[config.mk]
export PLATFORM = sky130hd
export DESIGN_NAME = cic_interp_up
export DESIGN_NICKNAME = d
export VERILOG_FILES = /design/src/rtl/cic_interp_up.sv
export SDC_FILE = /design/constraint.sdc
export NUM_CORES = 2
export LEC_CHECK = 0
export BUFFER_PORTS_ARGS = -buffer_cell sky130_fd_sc_hd__buf_4
export CAP_MARGIN = 20
export CORE_UTILIZATION = 59
export DETAILED_ROUTE_END_ITERATION = 7
export PLACE_DENSITY = 0.84
export RECOVER_POWER = 50
export SETUP_SLACK_MARGIN = 0.15
export SYNTH_ARGS = -nofsm -noshare
export SYNTH_HDL_FRONTEND = slang
export SYNTH_SLANG_ARGS = --single-unit
export TNS_END_PERCENT = 30
[constraint.sdc]
create_clock -name clk -period 10.6 [get_ports clk]
set_clock_uncertainty 0.05 [all_clocks]
set_input_delay 2.12 -clock clk [delete_from_list [all_inputs] [get_ports clk]]
set_output_delay 2.12 -clock clk [all_outputs]
set_load 0.02 [all_outputs]
[src/rtl/cic_interp_up.sv]
// rtl/cic_interp_up.sv - N-stage CIC interpolator (xRATE) pulling low-rate samples via in_req/in_valid.
// Optional CIC_UP_ROUND_EN: round half up before the output shift instead of flooring.
module cic_interp_up #(
  parameter int DW_IN          = 16,
  parameter int DW_OUT         = 12,
  parameter int N_STAGES       = 4,
  parameter int RATE           = 1625,
  parameter int REGISTER_WIDTH = 56,
  parameter int OUT_SHIFT      = 36
) (
  input  logic                     clk,
  input  logic                     reset,
  input  logic                     clk_enable,
  input  logic signed [DW_IN-1:0]  filter_in,
  input  logic                     in_valid,
  output logic                     in_req,
  output logic signed [DW_OUT-1:0] filter_out,
  output logic                     ce_out,
  output logic                     underrun,
  output logic                     overrun
);
  localparam int PW = $clog2(RATE);
  localparam int RW = REGISTER_WIDTH;
  localparam logic [PW-1:0] PHASE_LAST  = PW'(RATE - 1);
  localparam logic [PW-1:0] PHASE_STUFF = PW'(1);
  localparam logic signed [RW-1:0] SAT_MAX = RW'((2 ** (DW_OUT - 1)) - 1);
  localparam logic signed [RW-1:0] SAT_MIN = ~SAT_MAX;
`ifdef CIC_UP_ROUND_EN
  localparam logic signed [RW-1:0] ROUND_ADD = RW'(1) << (OUT_SHIFT - 1);
`endif

  logic [PW-1:0]            phase_q, phase_d;
  logic signed [DW_IN-1:0]  buf_q, buf_d;
  logic signed [DW_IN-1:0]  last_q, last_d;
  logic                     pending_q, pending_d;
  logic                     underrun_q, underrun_d;
  logic                     overrun_q, overrun_d;
  logic                     in_req_q, in_req_d;
  logic                     ce_out_q, ce_out_d;
  logic signed [RW-1:0]     dly_q [N_STAGES];
  logic signed [RW-1:0]     dly_d [N_STAGES];
  logic signed [RW-1:0]     comb_q, comb_d;
  logic signed [RW-1:0]     integ_q [N_STAGES];
  logic signed [RW-1:0]     integ_d [N_STAGES];
  logic signed [DW_OUT-1:0] out_q, out_d;

  logic                     consume;
  logic signed [DW_IN-1:0]  comb_src;
  logic signed [RW-1:0]     diff [N_STAGES+1];
  logic signed [RW-1:0]     pre;
  logic signed [RW-1:0]     shifted;
  logic signed [DW_OUT-1:0] sat_val;

  // The comb cascade is combinational off the delay registers; only its final result is registered.
  always_comb begin
    comb_src = pending_q ? buf_q : last_q;
    diff[0]  = {{(RW-DW_IN){comb_src[DW_IN-1]}}, comb_src};
    for (int i = 0; i < N_STAGES; i++) begin
      diff[i+1] = diff[i] - dly_q[i];
    end
  end

  always_comb begin
    pre = integ_q[N_STAGES-1];
`ifdef CIC_UP_ROUND_EN
    pre = integ_q[N_STAGES-1] + ROUND_ADD;
`endif
    shifted = pre >>> OUT_SHIFT;
    if (shifted > SAT_MAX) begin
      sat_val = SAT_MAX[DW_OUT-1:0];
    end else if (shifted < SAT_MIN) begin
      sat_val = SAT_MIN[DW_OUT-1:0];
    end else begin
      sat_val = shifted[DW_OUT-1:0];
    end
  end

  always_comb begin
    phase_d    = phase_q;
    buf_d      = buf_q;
    last_d     = last_q;
    pending_d  = pending_q;
    underrun_d = underrun_q;
    overrun_d  = overrun_q;
    comb_d     = comb_q;
    out_d      = out_q;
    for (int i = 0; i < N_STAGES; i++) begin
      dly_d[i]   = dly_q[i];
      integ_d[i] = integ_q[i];
    end
    consume  = clk_enable && (phase_q == '0);
    in_req_d = consume;
    ce_out_d = clk_enable;

    if (clk_enable) begin
      phase_d = (phase_q == PHASE_LAST) ? '0 : phase_q + PW'(1);
      if (phase_q == '0) begin
        for (int i = 0; i < N_STAGES; i++) begin
          dly_d[i] = diff[i];
        end
        comb_d = diff[N_STAGES];
        if (pending_q) begin
          last_d    = buf_q;
          pending_d = 1'b0;
        end else begin
          underrun_d = 1'b1;
        end
      end
      // Zero stuffing: the comb result enters the integrators once, on the cycle after phase 0.
      integ_d[0] = integ_q[0] + ((phase_q == PHASE_STUFF) ? comb_q : '0);
      for (int i = 1; i < N_STAGES; i++) begin
        integ_d[i] = integ_q[i] + integ_q[i-1];
      end
      out_d = sat_val;
    end

    // A same-cycle consume empties the slot first, so the new sample is not an overrun.
    if (in_valid) begin
      buf_d     = filter_in;
      pending_d = 1'b1;
      if (pending_q && !consume) begin
        overrun_d = 1'b1;
      end
    end
  end

  always_ff @(posedge clk) begin
    if (reset) begin
      phase_q    <= '0;
      buf_q      <= '0;
      last_q     <= '0;
      pending_q  <= 1'b0;
      underrun_q <= 1'b0;
      overrun_q  <= 1'b0;
      in_req_q   <= 1'b0;
      ce_out_q   <= 1'b0;
      comb_q     <= '0;
      out_q      <= '0;
      for (int i = 0; i < N_STAGES; i++) begin
        dly_q[i]   <= '0;
        integ_q[i] <= '0;
      end
    end else begin
      phase_q    <= phase_d;
      buf_q      <= buf_d;
      last_q     <= last_d;
      pending_q  <= pending_d;
      underrun_q <= underrun_d;
      overrun_q  <= overrun_d;
      in_req_q   <= in_req_d;
      ce_out_q   <= ce_out_d;
      comb_q     <= comb_d;
      out_q      <= out_d;
      for (int i = 0; i < N_STAGES; i++) begin
        dly_q[i]   <= dly_d[i];
        integ_q[i] <= integ_d[i];
      end
    end
  end

  assign in_req     = in_req_q;
  assign ce_out     = ce_out_q;
  assign filter_out = out_q;
  assign underrun   = underrun_q;
  assign overrun    = overrun_q;
endmodule

# == Word level (Yosys, flattened, before mapping) ==
# Memories as Yosys holds them, arrays and structs flattened.
# Cells that the tools add are included.
# totals
ff_bits,116
latchBits,0
ram_bits,448
romBits,0
input_bits,20
output_inout_bits,16
word_cells,66
memories,2
# op_classes
add_sub_neg,9
multipliers,0
div_mod_pow,0
n_lt_le_gt_ge,2
eq_ne,2
n_shift,0
n_mux,22
bitwise_logic,9
n_reduce_logical,10
# memory_table
memory,depth,word_bits,read_ports,rd_clocked_by_memory_dff,write_ports,line,source
dly_q,4,56,4,0,4,40,logic signed [RW-1:0] dly_q [N_STAGES];
integ_q,4,56,4,0,4,43,logic signed [RW-1:0] integ_q [N_STAGES];
# ops
cell,n
$mux W224,3
$mux W56,9
$add A56 B56 Y56,4
$sub A56 B56 Y56,3
$sub A16 B56 Y56,1
$mux W12,2
$gt A20 B12 Y1 const B,1
$lt A20 B12 Y1 const B,1
$mux W16,1
$add A11 B1 Y11 const B,1
$eq A11 B1 Y1 const B,1
$eq A11 B11 Y1 const B,1
$logic_not A11 Y1,1
$mux W11,1
$or A1 B1 Y1,8
$mux W1,6
$reduce_and A2 Y1,3
$reduce_bool A2 Y1,2
$reduce_and A3 Y1,1
$logic_and A1 B1 Y1,2
$logic_not A1 Y1,1
$not A1 Y1,1

# == Logic depth before layout (Yosys ltp) ==
# logic_depth
ltp_word,7
depth_mapped,56
ltp_nobuf,52

# == Worst setup path before layout ==
# Ideal clock, no wire load.
# synth_timing
kind,register -> register
from,register pending_q
to,register comb_q[55]
setup_time_ns,0.069
arrival_time_ns,10.131
t_required_ns,10.481
path_slack_ns,0.350
stages_incl_launch_ff,53
n_path_buf,4
period_less_slack_ns,10.250
path_cell_list,dfxtp_1 > clkbuf_1 > clkbuf_1 > o21ai_0 > ha_1 > nor2b_1 > o21ai_0 > a21boi_0 > o21ai_0 > a21boi_0 > o21ai_0 > a21boi_0 > o21ai_0 > a21oi_1 > a31oi_1 > nor2_1 > clkbuf_1 > o22ai_1 > [17 not listed] > nand2b_1 > a21oi_1 > a2111oi_0 > o21ai_1 > a21boi_1 > nor2_1 > xnor2_1 > ha_1 > clkbuf_1 > o2111a_1 > a211oi_1 > o41ai_2 > a41oi_1 > o21ai_1 > o221ai_1 > xnor2_1 > xnor3_1 > o21ai_1
# synth_lines
element,line,source
"start, declared",35,"logic pending_q, pending_d;"
"start signal, assigned",147,pending_q <= pending_d;
"end signal, assigned",152,comb_q <= comb_d;
"end, declared",42,"logic signed [RW-1:0] comb_q, comb_d;"

==> results.toml <==
[run_status]
outcome = "complete, but fails checks"
violations = "design-rule violations, max-capacitance violations, max-slew violations"

[global_routing]
grt_usage = 0.262
grt-ovfl-total = 0
grt_max_degree = 187
grt_first_pass_wirelength_um = 153000
grt_pass1_vias = 32900
antenna_found_initial = 0

[synthesis]
synth_top_area_frac = 0.256
netlist_instances = 5212
yosysSeqAreaShare = 0.256
yosysWarnings = 0
ys_ff_latch = 506
syn-num-nets = 5651
synthArstFlopShare = 0
synthFlopType = "dfxtp_1"
ys_types = 81
synthesis.area_sq_um = 39500
synth-adder-area-share = 0.136
yosys.area.top_type = "dfxtp_1"
synth_simple_gate_area_frac = 0.185
synth.area.top_cells = "dfxtp_1, ha_1, a21oi_1"
synth_xor_area_frac = 0.0782
synth_top_family_by_area = "compound AO/OA/AOI/OAI gates"
synth_edf_count = 0
synthMuxAreaShare = 0.0292
syn_area_per_cell_sq_um = 7.58
synth_compound_area_frac = 0.262

[setup_path]
reg2reg_from = "pending_q"
start_kind = "flop"
cpPeakStageDelay_ns = 0.53
critPathRequiredTime_ns = 11.10
slowest_stage = "or4_1"
crit_path_frequent_cell = "o21ai_1"
critPathLaunch = "pending_q"
worstPathMaxFanout = 5
cp.arrival_ns = 10.47
crit_type = "flop to flop"
crit_path_end_kind = "flop"

[clocking]
cts_root_buf = "clkbuf_16"
cts_htree_levels = 2
insertion_delay_ns = 0.62
clockBufferDepth = 3
cts_buffers = 57
ctsHoldBuffers = 0
cts_tree = "yes"
cts.clk_slew.worst_paths_ns = 0.06
cts_sinks = 506

[sta]
slew_viol_final = 166
fmax_mhz = 100
fin_crit_ns = 9.97
hold_viol_final = 0
worstMarginPinSlew_ns = 6.87
setup_viol = 0
grt_setup_unrepaired = "false"
relSlewSlack = -3.58
finalCritPeriodShare = 0.941

[cells_and_area]
stdcell_area_sq_um = 42600
drive_above_1_share = 0.0486
mostFrequentLayoutCell = "nand2_1"
nNetsFinal = 5538
syn2layout_area_growth_pct = 7.78
final_cell_mix = "nand2_1, a21oi_1, dfxtp_1, nor2_1, ha_1"
fin_cells = 6010
diodes = 0

[routing]
vias = 35300
routedWlPerCell_um = 15.2
vias_per_cell = 5.88
drt_iter0_markers = 2059
drt_pass1_iterations = 8
drc = 3
wl_um = 91100
ant_nets = 0

[die]
io_pins = 36
dieArea_sq_um = 68000
core-area_sq_um = 66000
die_w_um = 261
die-height_um = 261
initial_utilization = 0.599
row_count = 94

[run]
drv_cap = 1

[placed_design]
dp.cells = 5886
gp_congestion = 0.965
port_buffers = 35
dp_hpwl_um = 65600
place_area_sq_um = 40200

[worst_hold_path]
worstHoldStart = "comb_q[8]"
hold_path_class = "flop to flop"
## per-stage QoR
step | worst slack [ns] | utilization | hold slack [ns] | TNS, ns
2_1_floorplan | 0.350 | - | 0.367 | 0
3_3_place_gp | -0.0944 | 0.609 | 0.377 | -0.0944
3_5_place_dp | -0.435 | 0.609 | 0.389 | -0.955
4_1_cts | 0.167 | 0.641 | 0.397 | 0
5_1_grt | 0.0497 | 0.645 | 0.412 | 0
6_report | 0.629 | 0.645 | 0.393 | 0
## sequential cells by signal, summed over array words and instances, names as in the netlist
signal and count:
overrun 1, phase_q 11, ce_out 1, in_req 1, comb_q 56, filter_out 12
underrun 1, last_q 15, integ_q 224, dly_q 167, buf_q 16, pending_q 1
## final timing paths
check               endpoint  slack [ns]  depth (start not counted)
hold / removal     comb_q[8]        0.39                          2
hold reg to reg    comb_q[8]        0.39                          2
setup / recovery  comb_q[55]        0.63                         51
setup reg to reg  comb_q[55]        0.63                         51
## critical path, delay by kind of cell (launching register included)
family                   cells  cell delay [ns]
adder cells (fa/ha/maj)      5             1.83
buffers and inverters        2             0.12
XOR/XNOR                     4             0.84
AND/OR/NAND/NOR             13             2.04
flip-flops                   1             0.39
multiplexers                 1             0.27
AO/OA/AOI/OAI               26             4.35
## cell type report
type / count / area (sq um)
clock buffer: 85 / 1760
tap: 864 / 1080
inverter: 302 / 1130
fill: 5663 / 23400
sequential: 506 / 10100
clock inverter: 21 / 269
multi-input combinational: 4150 / 27600
timing repair buffer: 82 / 608
## logic make-up (layout without fill, tap and decap cells)
family	count (synthesis)	count (layout)
AOI/OAI and AO/OA	1650	1650
and+or+nand+nor	1615	1615
buffers and inverters	556	490
DFF	506	506
adders and majority gates	419	419
xor gates and xnor gates	351	351
muxes	115	115
## what timing repair did
item                       in CTS  in global routing
resized for setup              19                 60
buffers inserted                1                 17
setup endpoints to repair       9                 17
pin swaps                       3                 33
## cells in the mapped netlist (61+ instances only)
master / number
nand3_1: 81
o21ai_0: 282
ha_1: 402
inv_1: 301
dfxtp_1: 506
a211oi_1: 77
xor2_1: 137
o21bai_1: 63
xnor2_1: 213
clkbuf_1: 235
a21o_1: 231
nor2_1: 434
mux2i_1: 114
and3_1: 91
nor3_1: 62
nand2_1: 642
a21oi_1: 598
nand2b_1: 61
## routing by layer
layer	vias to the layer above	wire, um	track usage
met5	-	0	0
met4	0	3030	0.0965
met3	191	3590	0.0242
met2	802	42600	0.460
met1	16000	41800	0.331
li1	18300	-	-
Power is not shown: default switching activity piles up to over one toggle a cycle in this logic, so the estimate is an artifact.
